==> config.mk <==
export PLATFORM = sky130hd
export DESIGN_NAME = pll_rst_sequencer
export DESIGN_NICKNAME = d
export VERILOG_FILES = /design/src/rtl/pll_seq_pkg.sv /design/src/rtl/pll_freq_meter.sv /design/src/rtl/pll_rst_sequencer.sv
export SDC_FILE = /design/constraint.sdc
export NUM_CORES = 1
export LEC_CHECK = 0
export ABC_CLOCK_PERIOD_IN_PS = 2650
export BUFFER_PORTS_ARGS = -buffer_cell sky130_fd_sc_hd__buf_4
export CORE_ASPECT_RATIO = 0.9
export CORE_MARGIN = 10
export CORE_UTILIZATION = 57
export CTS_BUF_LIST = sky130_fd_sc_hd__clkbuf_16
export CTS_CLUSTER_SIZE = 12
export DETAILED_ROUTE_END_ITERATION = 8
export PLACE_DENSITY = 0.79
export REMOVE_ABC_BUFFERS = 1
export SLEW_MARGIN = 20
export SYNTH_ARGS = -nofsm -noshare
export SYNTH_HDL_FRONTEND = slang
export SYNTH_HIERARCHICAL = 1
export SYNTH_SLANG_ARGS = --single-unit
export TNS_END_PERCENT = 5
==> constraint.sdc <==
create_clock -name clk_out0 -period 2.65 [get_ports clk_out0]
set_input_delay 0.53 -clock clk_out0 [delete_from_list [all_inputs] [get_ports clk_out0]]
set_output_delay 0.53 -clock clk_out0 [all_outputs]
set_load 0.05 [all_outputs]
==> src/rtl/pll_seq_pkg.sv <==
// pll_seq_pkg: shared state encoding, widths and default configuration for the PLL reset
// sequencer and its clk_out1 frequency meter.
package pll_seq_pkg;

    // Width of the edge count and of the last-window result.
    localparam int unsigned MeasW = 11;
    // Deviation compare is done one bit wider so it can be signed.
    localparam int unsigned CmpW  = MeasW + 1;

    localparam int unsigned DefNDom     = 4;
    localparam int unsigned DefStabCyc  = 256;
    localparam int unsigned DefStageGap = 16;
    localparam int unsigned DefWinCyc   = 1024;
    // clk_out1 toggle edges seen in 1024 cycles of 200 MHz at 180 MHz: 1024 * 180 / 200 = 921.6
    localparam int unsigned DefExpEdges = 922;
    localparam int unsigned DefTol      = 8;
    localparam int unsigned DefMaxRetry = 3;
    localparam int unsigned DefGuardCyc = 64;

    typedef enum logic [2:0] {
        StWaitLock,
        StStab,
        StMeas,
        StRel,
        StRun,
        StPllRst,
        StFault
    } state_e;

endpackage

==> src/rtl/pll_freq_meter.sv <==
// pll_freq_meter: counts transitions of the clk_out1 toggle flop over a fixed window of clk_out0
// cycles and flags whether the count lies within tolerance of the expected value. Windows run
// back-to-back while en_i is high; everything clears while en_i is low.
module pll_freq_meter
    import pll_seq_pkg::*;
#(
    parameter int unsigned WinCyc   = DefWinCyc,
    parameter int unsigned ExpEdges = DefExpEdges,
    parameter int unsigned Tol      = DefTol
) (
    input  logic             clk_out0,
    input  logic             arst_n,
    input  logic             en_i,
    input  logic             tgl_i,
    output logic             win_done_o,
    output logic             win_pass_o,
    output logic [MeasW-1:0] count_o
);

    localparam int unsigned WinW = $clog2(WinCyc);

    logic                  tgl_meta_q, tgl_s_q, tgl_prev_q;
    logic                  edge_now;
    logic [MeasW-1:0]      edge_q, edge_d;
    logic [WinW-1:0]       win_q, win_d;
    logic signed [CmpW-1:0] diff, mag;

    // Synchronise the toggle and keep one extra stage to detect either transition.
    always_ff @(posedge clk_out0 or negedge arst_n) begin
        if (!arst_n) begin
            tgl_meta_q <= 1'b0;
            tgl_s_q    <= 1'b0;
            tgl_prev_q <= 1'b0;
        end else begin
            tgl_meta_q <= tgl_i;
            tgl_s_q    <= tgl_meta_q;
            tgl_prev_q <= tgl_s_q;
        end
    end

    assign edge_now   = tgl_s_q ^ tgl_prev_q;
    // Count including this cycle's edge, saturating at all-ones.
    assign count_o    = (edge_q == '1) ? edge_q : edge_q + MeasW'(edge_now);
    assign win_done_o = en_i && (win_q == WinW'(WinCyc - 1));

    assign diff       = $signed({1'b0, count_o}) - $signed(CmpW'(ExpEdges));
    assign mag        = diff[CmpW-1] ? -diff : diff;
    assign win_pass_o = mag <= $signed(CmpW'(Tol));

    // Advance the window and edge counters; restart both at window end or when disabled.
    always_comb begin
        win_d  = win_q + WinW'(1);
        edge_d = count_o;
        if (!en_i || win_done_o) begin
            win_d  = '0;
            edge_d = '0;
        end
    end

    // Window and edge counter registers.
    always_ff @(posedge clk_out0 or negedge arst_n) begin
        if (!arst_n) begin
            win_q  <= '0;
            edge_q <= '0;
        end else begin
            win_q  <= win_d;
            edge_q <= edge_d;
        end
    end

endmodule

==> src/rtl/pll_rst_sequencer.sv <==
// pll_rst_sequencer: holds the downstream clock domains in reset until the PLL is locked and
// settled, then releases srst_o[0..N_DOM-1] in order and keeps watching lock.
// Build option PLL_FREQ_MON_EN: adds the clk_out1 frequency check before release and during
// run, with PLL reset requests, bounded retries and a sticky fault.
module pll_rst_sequencer
    import pll_seq_pkg::*;
#(
    parameter int unsigned N_DOM     = DefNDom,
    parameter int unsigned STAB_CYC  = DefStabCyc,
    parameter int unsigned STAGE_GAP = DefStageGap,
    parameter int unsigned WIN_CYC   = DefWinCyc,
    parameter int unsigned EXP_EDGES = DefExpEdges,
    parameter int unsigned TOL       = DefTol,
    parameter int unsigned MAX_RETRY = DefMaxRetry,
    parameter int unsigned GUARD_CYC = DefGuardCyc
) (
    input  logic             clk_out0,
    input  logic             arst_n,
    input  logic             pll_lock,
    input  logic             clk_mon_tgl,
    input  logic             clr_fault,
    output logic [N_DOM-1:0] srst_o,
    output logic             ready,
    output logic             pll_rst_req,
    output logic             fault,
    output logic [1:0]       retry_cnt,
    output logic [MeasW-1:0] meas_cnt
);

    localparam int unsigned CntW = 16;

    state_e           state_q, state_d;
    logic [CntW-1:0]  cnt_q, cnt_d;
    logic             lock_meta_q, lock_s_q;
    logic [N_DOM-1:0] srst_q, srst_d;
    logic             ready_q, ready_d;
    logic             req_q, req_d;
    logic             fault_q, fault_d;
    logic [1:0]       retry_q, retry_d;
    logic [MeasW-1:0] meas_q, meas_d;
    logic             win_done, win_pass;
    logic [MeasW-1:0] win_count;
    state_e           fail_state;

    // Two-flop synchroniser for the asynchronous PLL LOCKED signal.
    always_ff @(posedge clk_out0 or negedge arst_n) begin
        if (!arst_n) begin
            lock_meta_q <= 1'b0;
            lock_s_q    <= 1'b0;
        end else begin
            lock_meta_q <= pll_lock;
            lock_s_q    <= lock_meta_q;
        end
    end

`ifdef PLL_FREQ_MON_EN
    localparam bit MonEn = 1'b1;
    logic meter_en;

    assign meter_en = (state_q == StMeas) || (state_q == StRun);

    pll_freq_meter #(
        .WinCyc  (WIN_CYC),
        .ExpEdges(EXP_EDGES),
        .Tol     (TOL)
    ) u_freq_meter (
        .clk_out0  (clk_out0),
        .arst_n    (arst_n),
        .en_i      (meter_en),
        .tgl_i     (clk_mon_tgl),
        .win_done_o(win_done),
        .win_pass_o(win_pass),
        .count_o   (win_count)
    );
`else
    localparam bit MonEn = 1'b0;
    logic unused_mon;

    // No monitor: windows never end, so the retry/fault path is unreachable.
    assign unused_mon = ^{clk_mon_tgl, WIN_CYC[0], EXP_EDGES[0], TOL[0]};
    assign win_done   = 1'b0;
    assign win_pass   = 1'b1;
    assign win_count  = '0;
`endif

    // Next state, phase counter, retry bookkeeping and registered output values.
    always_comb begin
        state_d    = state_q;
        cnt_d      = cnt_q + CntW'(1);
        retry_d    = retry_q;
        meas_d     = meas_q;
        srst_d     = '1;
        fail_state = (retry_q == 2'(MAX_RETRY)) ? StFault : StPllRst;

        // The result register tracks every completed window, even if lock is lost with it.
        if (win_done) begin
            meas_d = win_count;
        end

        unique case (state_q)
            StWaitLock: begin
                if (lock_s_q) state_d = StStab;
            end
            StStab: begin
                if (!lock_s_q) state_d = StWaitLock;
                else if (cnt_q == CntW'(STAB_CYC - 1)) state_d = MonEn ? StMeas : StRel;
            end
            StMeas: begin
                if (!lock_s_q) state_d = StWaitLock;
                else if (win_done) state_d = win_pass ? StRel : fail_state;
            end
            StRel: begin
                if (!lock_s_q) state_d = StWaitLock;
                else if (cnt_q == CntW'((N_DOM - 1) * STAGE_GAP)) state_d = StRun;
            end
            StRun: begin
                if (!lock_s_q) state_d = StWaitLock;
                else if (win_done && !win_pass) state_d = fail_state;
            end
            StPllRst: begin
                if (cnt_q == CntW'(GUARD_CYC - 1)) state_d = StWaitLock;
            end
            StFault: begin
                if (clr_fault) begin
                    retry_d = '0;
                    state_d = StPllRst;
                end
            end
            default: state_d = StWaitLock;
        endcase

        if (state_d != state_q) begin
            cnt_d = '0;
        end
        if (state_d == StPllRst && (state_q == StMeas || state_q == StRun)) begin
            retry_d = retry_q + 2'd1;
        end

        // Outputs follow the state being entered so they are valid from its first cycle.
        if (state_d == StRel) begin
            for (int unsigned i = 0; i < N_DOM; i++) begin
                srst_d[i] = cnt_d < CntW'(i * STAGE_GAP);
            end
        end else if (state_d == StRun) begin
            srst_d = '0;
        end
        ready_d = (state_d == StRun);
        req_d   = (state_d == StPllRst) && (state_q != StPllRst);
        fault_d = (state_d == StFault);
    end

    // State, counter and output registers.
    always_ff @(posedge clk_out0 or negedge arst_n) begin
        if (!arst_n) begin
            state_q <= StWaitLock;
            cnt_q   <= '0;
            srst_q  <= '1;
            ready_q <= 1'b0;
            req_q   <= 1'b0;
            fault_q <= 1'b0;
            retry_q <= '0;
            meas_q  <= '0;
        end else begin
            state_q <= state_d;
            cnt_q   <= cnt_d;
            srst_q  <= srst_d;
            ready_q <= ready_d;
            req_q   <= req_d;
            fault_q <= fault_d;
            retry_q <= retry_d;
            meas_q  <= meas_d;
        end
    end

    assign srst_o      = srst_q;
    assign ready       = ready_q;
    assign pll_rst_req = req_q;
    assign fault       = fault_q;
    assign retry_cnt   = retry_q;
    assign meas_cnt    = meas_q;

endmodule
==> flow_summary.json, run 1 <==
{
  "synth-seq-cells": 30,
  "hold_path.class": "in -> async",
  "rows": 19,
  "post_dp_cell_area_um2": 1890,
  "critPathMaxStageDelay_ns": 0.47,
  "die_x_um": 79.6,
  "arrival_ns": 2.50,
  "post_cts_resized": 0,
  "crit_family": "simple AND/OR/NAND/NOR gates",
  "port_buffers": 12,
  "async_flop_share_pct": 100,
  "htree_num_levels": 2,
  "area_growth_pct": 12.6,
  "final_area_um2": 2050,
  "wirelength_mm": 3.65,
  "clock-root-buffer": "clkbuf_16",
  "hold_buffers": 0,
  "top_layer": "met4",
  "fill_cells": 242,
  "drt_iter0_markers": 107,
  "cts.clk_slew.worst_paths_ns": 0.05,
  "syn-instance-count": 173,
  "outcome": "finished clean",
  "yosysUniqueCellTypes": 54,
  "cp-startpoint": "cnt_q[11]",
  "drv_slew": 0,
  "leakage_nw": 0.895,
  "gr-usage-all-layers_pct": 13.2,
  "drive_gt1_share_pct": 27.7,
  "globalplace.congestion": 0.950,
  "crit_path_start_kind": "flip-flop",
  "nets": 194,
  "boundaryPins": 25,
  "wl_met3_um": 224,
  "num_antenna_cells": 0,
  "tns_ns": 0,
  "yosys.area.top_type": "dfrtp_1",
  "p_per_area_nw_per_um2": 584,
  "yosys-top-cells-area": "dfrtp_1 (36%), dfstp_2 (5.8%), nor2_4 (5.6%), xnor2_1 (5.3%), buf_4 (4.5%)",
  "synthMostInstantiatedCell": "dfrtp_1",
  "dp_hpwl_mm": 2.59,
  "avgSynthCellArea_um2": 10.5,
  "grt_pass1_wl_mm": 6.18,
  "maxCapViolCount": 0,
  "first_global_vias": 1286,
  "crit_required_ns": 2.79,
  "clock_path_buffers": 2,
  "synth_top_area_share_pct": 35.7,
  "grt_max_degree": 31,
  "vias_per_cell": 5.43,
  "dieArea_um2": 5870,
  "start_util_pct": 59.5,
  "synth_warnings": 6,
  "clock_skew_ns": 0.00493,
  "ant_nets": 0,
  "fmax_mhz": 425,
  "die_h_um": 73.7,
  "cts_tree": "yes",
  "slowest_stage": "dfrtp_1",
  "timing.rr.start": "cnt_q[11]",
  "clkLatencyLatePin_ns": 0.27,
  "synth_edf_count": 0,
  "clock_sinks": 30,
  "via_count": 1249,
  "worst_setup_path_end_kind": "flip-flop",
  "synthFlopType": "dfrtp_1",
  "ir_drop_v": 0.000516,
  "cp_max_fo": 14,
  "synthTopCellsByCount": "dfrtp_1 (26), buf_4 (11), xnor2_1 (11)",
  "rsz0062_at_grt": "no",
  "drt_pre_antenna_iters": 4,
  "syn_area_um2": 1820,
  "seq_area_frac_synth_pct": 41.4,
  "antenna_found_initial": 0,
  "critPathKind": "reg -> reg",
  "numCtsBuffers": 5,
  "path_cells": "nor4_4 -> nand3_2 -> a2111oi_4 -> mux2_4 -> nand2_4 -> nor2_1",
  "worst-path-buf-inv": 0,
  "drc": 0,
  "period_minus_slack_ns": 2.35,
  "finalCritPeriodShare_pct": 88.8,
  "grt_remaining_overflow": 0,
  "dr_wl_met2_mm": 1.85,
  "setup_violations": 0,
  "wire_per_inst_um": 15.9,
  "hold_viol_final": 0,
  "core_um2": 3070,
  "wl_met1_mm": 1.55,
  "cts_setup_buffers": 0
}
-- path summary, 6_finish.rpt --
kind	end	slack [ns]	cells after the start
max	cnt_q[4]	0.30	6
min reg2reg	lock_s_q	0.36	0
min in group clk_out0	lock_s_q	0.36	0
min	cnt_q[11]	0.18	1
max reg2reg	cnt_q[4]	0.30	6
max in group asynchronous	srst_o[2]	2.15	1
-- flip-flops by register name, summed over array words and instances (netlist names) --
register,cells
cnt_q,16
retry_cnt,2
state_q,3
pll_rst_req,1
lock_s_q,1
lock_meta_q,1
ready,1
srst_o,4
fault,1
-- kinds of logic after synthesis --
group | Yosys count | share of synthesized area (%)
flip-flops | 30 | 41.4
adder cells (fa/ha/maj) | 2 | 1.37
XOR/XNOR | 18 | 8.64
AO/OA/AOI/OAI | 20 | 8.64
buffers and inverters | 25 | 9.05
AND/OR/NAND/NOR | 75 | 29.3
other | 1 | 0.206
multiplexers | 2 | 1.37
-- worst register-to-register path, stage by stage (launching register included) --
cell and delay, ns:
dfrtp_1 0.47, nor4_4 0.40, nand3_2 0.17, a2111oi_4 0.42
mux2_4 0.37, nand2_4 0.28, nor2_1 0.11
-- power by group --
part | switching, mW | internal, mW | leakage [nW]
combinational | 0.0717 | 0.0209 | 0.415
sequential | 0.0138 | 0.467 | 0.396
clock | 0.188 | 0.438 | 0.0836
-- per-layer routing --
layer / vias up / track usage, %
met5: - / 0
met4: 0 / 4.97
met3: 4 / 4.27
met2: 36 / 21.8
met1: 602 / 15.6
li1: 607 / -
-- placed cells by master, fill, tap and decap left out, drive strengths merged, types with 2 or more instances in the layout --
| cell type | Yosys | routed |
|---|---|---|
| nand2 | 8 | 8 |
| and2 | 3 | 3 |
| xor2 | 7 | 7 |
| clkbuf | 1 | 5 |
| clkinv | 0 | 2 |
| buf | 17 | 15 |
| dfstp | 4 | 4 |
| a21oi | 4 | 4 |
| nor3 | 4 | 4 |
| ha | 2 | 2 |
| or3 | 2 | 2 |
| nand4b | 2 | 2 |
| inv | 7 | 7 |
| or2 | 2 | 2 |
| and4 | 2 | 2 |
| nand4 | 4 | 4 |
| o21ai | 4 | 4 |
| nand2b | 3 | 3 |
| nor2 | 20 | 20 |
| nor2b | 2 | 2 |
| dfrtp | 26 | 26 |
| conb | 1 | 11 |
| nor4 | 6 | 6 |
| nand3 | 11 | 11 |
| and3 | 3 | 3 |
| xnor2 | 11 | 11 |
-- final cells by class --
class	count	area (um^2)	share of cell area, %
Multi-Input combinational cell	128	941	45.8
Sequential cell	30	756	36.8
Clock buffer	5	125	6.09
Timing Repair Buffer	15	113	5.48
Tap cell	42	52.6	2.56
Clock inverter	3	40.0	1.95
Inverter	7	26.3	1.28
-- through the flow --
step | power, mW | std cells | utilization [%] | setup slack, ns | hold WS [ns]
final | 1.20 | 230 | 67.0 | 0.298 | 0.183
after global routing | 1.24 | 230 | 67.0 | 0.171 | 0.211
after CTS | 1.20 | 230 | 67.0 | 0.304 | 0.192
after detailed placement | 0.577 | 222 | 61.6 | 0.323 | 0.346
after global placement | 0.574 | 222 | 61.6 | 0.387 | 0.333
after floorplan | 0.554 | 165 | - | 0.505 | 0.234
No activity file was read; power rests on OpenSTA's default activity.
==> inputs of run 2 (changes only) <==
- PLACE_DENSITY: 0.79 -> 0.87
==> flow_summary.json, run 2 (synthesis gave the netlist of run 1 again) <==
{
  "clock_skew_ns": 0.00378,
  "drt_iter0_markers": 174,
  "boundaryPins": 25,
  "drv_slew": 0,
  "setup_violations": 0,
  "fill_cells": 211,
  "htree_num_levels": 2,
  "ant_nets": 0,
  "numCtsBuffers": 5,
  "drc": 0,
  "outcome": "finished clean",
  "arrival_ns": 2.55,
  "grt_remaining_overflow": 0,
  "final_common_cell": "dfrtp_1",
  "regArea_um2": 756,
  "rows": 19,
  "first_global_vias": 1399,
  "dp_hpwl_mm": 2.53,
  "wire_per_inst_um": 16.0,
  "tns_ns": 0,
  "clock-root-buffer": "clkbuf_16",
  "cts.clk_slew.worst_paths_ns": 0.05,
  "power.total_mw": 1.21,
  "grt_pass1_wl_mm": 6.25,
  "via_count": 1308,
  "p_per_area_nw_per_um2": 590,
  "nets": 193,
  "die_h_um": 73.7,
  "port_buffers": 12,
  "cts_tree": "yes",
  "r2r_setup_slack_ns": 0.25,
  "crit_path_start_kind": "flip-flop",
  "rsz0062_at_grt": "no",
  "die_x_um": 79.6,
  "grt_max_degree": 31,
  "maxCapViolCount": 0,
  "largest_reg_flops": 16,
  "num_antenna_cells": 0,
  "multi_input_area_um2": 941,
  "ff2ff_path_depth": 6,
  "start_util_pct": 59.5,
  "largest-register": "cnt_q",
  "hold_buffers": 0,
  "critPathKind": "reg -> reg",
  "ir_drop_v": 0.000568,
  "fmax_mhz": 417,
  "worst_setup_path_end_kind": "flip-flop",
  "gr-usage-all-layers_pct": 13.6,
  "area_growth_pct": 12.1,
  "crit_required_ns": 2.80,
  "final_util_pct": 66.7,
  "cts_setup_buffers": 0,
  "period_minus_slack_ns": 2.40,
  "leakage_nw": 0.889,
  "cp_max_fo": 14,
  "timing.rr.start": "cnt_q[11]",
  "drt_pre_antenna_iters": 4,
  "hold_path.class": "in -> async",
  "clock_sinks": 30,
  "post_cts_resized": 0,
  "wirelength_mm": 3.67,
  "final_cell_mix": "dfrtp_1 (26), buf_4 (14), xnor2_1 (11), conb_1 (11), nor2_1 (10)",
  "clock_path_buffers": 2,
  "cp-startpoint": "cnt_q[11]",
  "core_um2": 3070,
  "vias_per_cell": 5.71,
  "globalplace.congestion": 0.876,
  "antenna_found_initial": 0,
  "finalCritPeriodShare_pct": 90.4,
  "hold_viol_final": 0,
  "drive_gt1_share_pct": 27.3,
  "clkLatencyLatePin_ns": 0.28,
  "dieArea_um2": 5870
}
run 2: cell count changes in the layout (fill, tap and decap cells not counted), sizes merged:
| cell | before | now |
|---|---|---|
| buf | 15 | 14 |
run 2: final cells by class:
class | count | share of cell area (%)
repair buffers | 14 | 5.14
well taps | 42 | 2.57
multi-input cells | 128 | 46.0
clock buffers | 5 | 6.12
inverters | 7 | 1.28
flip-flops and latches | 30 | 36.9
clock inverters | 3 | 1.96
run 2: where the power goes:
group / internal [mW] / leakage [nW] / switching, mW
sequential: 0.467 / 0.396 / 0.0121
combinational: 0.0211 / 0.410 / 0.0725
clock: 0.438 / 0.0836 / 0.195
total: 0.927 / 0.889 / 0.279
run 2: worst paths after layout:
kind                                  end
worst max-delay path            cnt_q[15]
worst min-delay path            cnt_q[11]
worst max register to register  cnt_q[15]
worst min register to register   lock_s_q
max in group asynchronous       srst_o[2]
min in group clk_out0            lock_s_q
run 2: metal layers:
layer	routed length [um]	part of all wire, %	up-vias	track usage [%]
li1	-	-	602	-
met1	1500	41	621	15.2
met2	1790	49	72	21.7
met3	252	6.9	13	3.66
met4	131	3.6	0	10.3
met5	0	0	-	0
run 2: worst max-delay path, stage by stage, from the launching register on:
cell       delay, ns
dfrtp_1         0.47
nor4_4          0.41
nand3_2         0.19
a2111oi_4       0.44
mux2_4          0.37
nand2_4         0.29
nor2_1          0.09
run 2: stage by stage:
stage / hold slack (ns) / worst slack, ns / cell area, um^2 / std cells
after floorplan: 0.234 / 0.505 / 1720 / 165
after global placement: 0.333 / 0.389 / 1880 / 221
after detailed placement: 0.350 / 0.313 / 1880 / 221
after CTS: 0.178 / 0.267 / 2050 / 229
after global routing: 0.200 / 0.173 / 2050 / 229
final: 0.166 / 0.254 / 2050 / 229
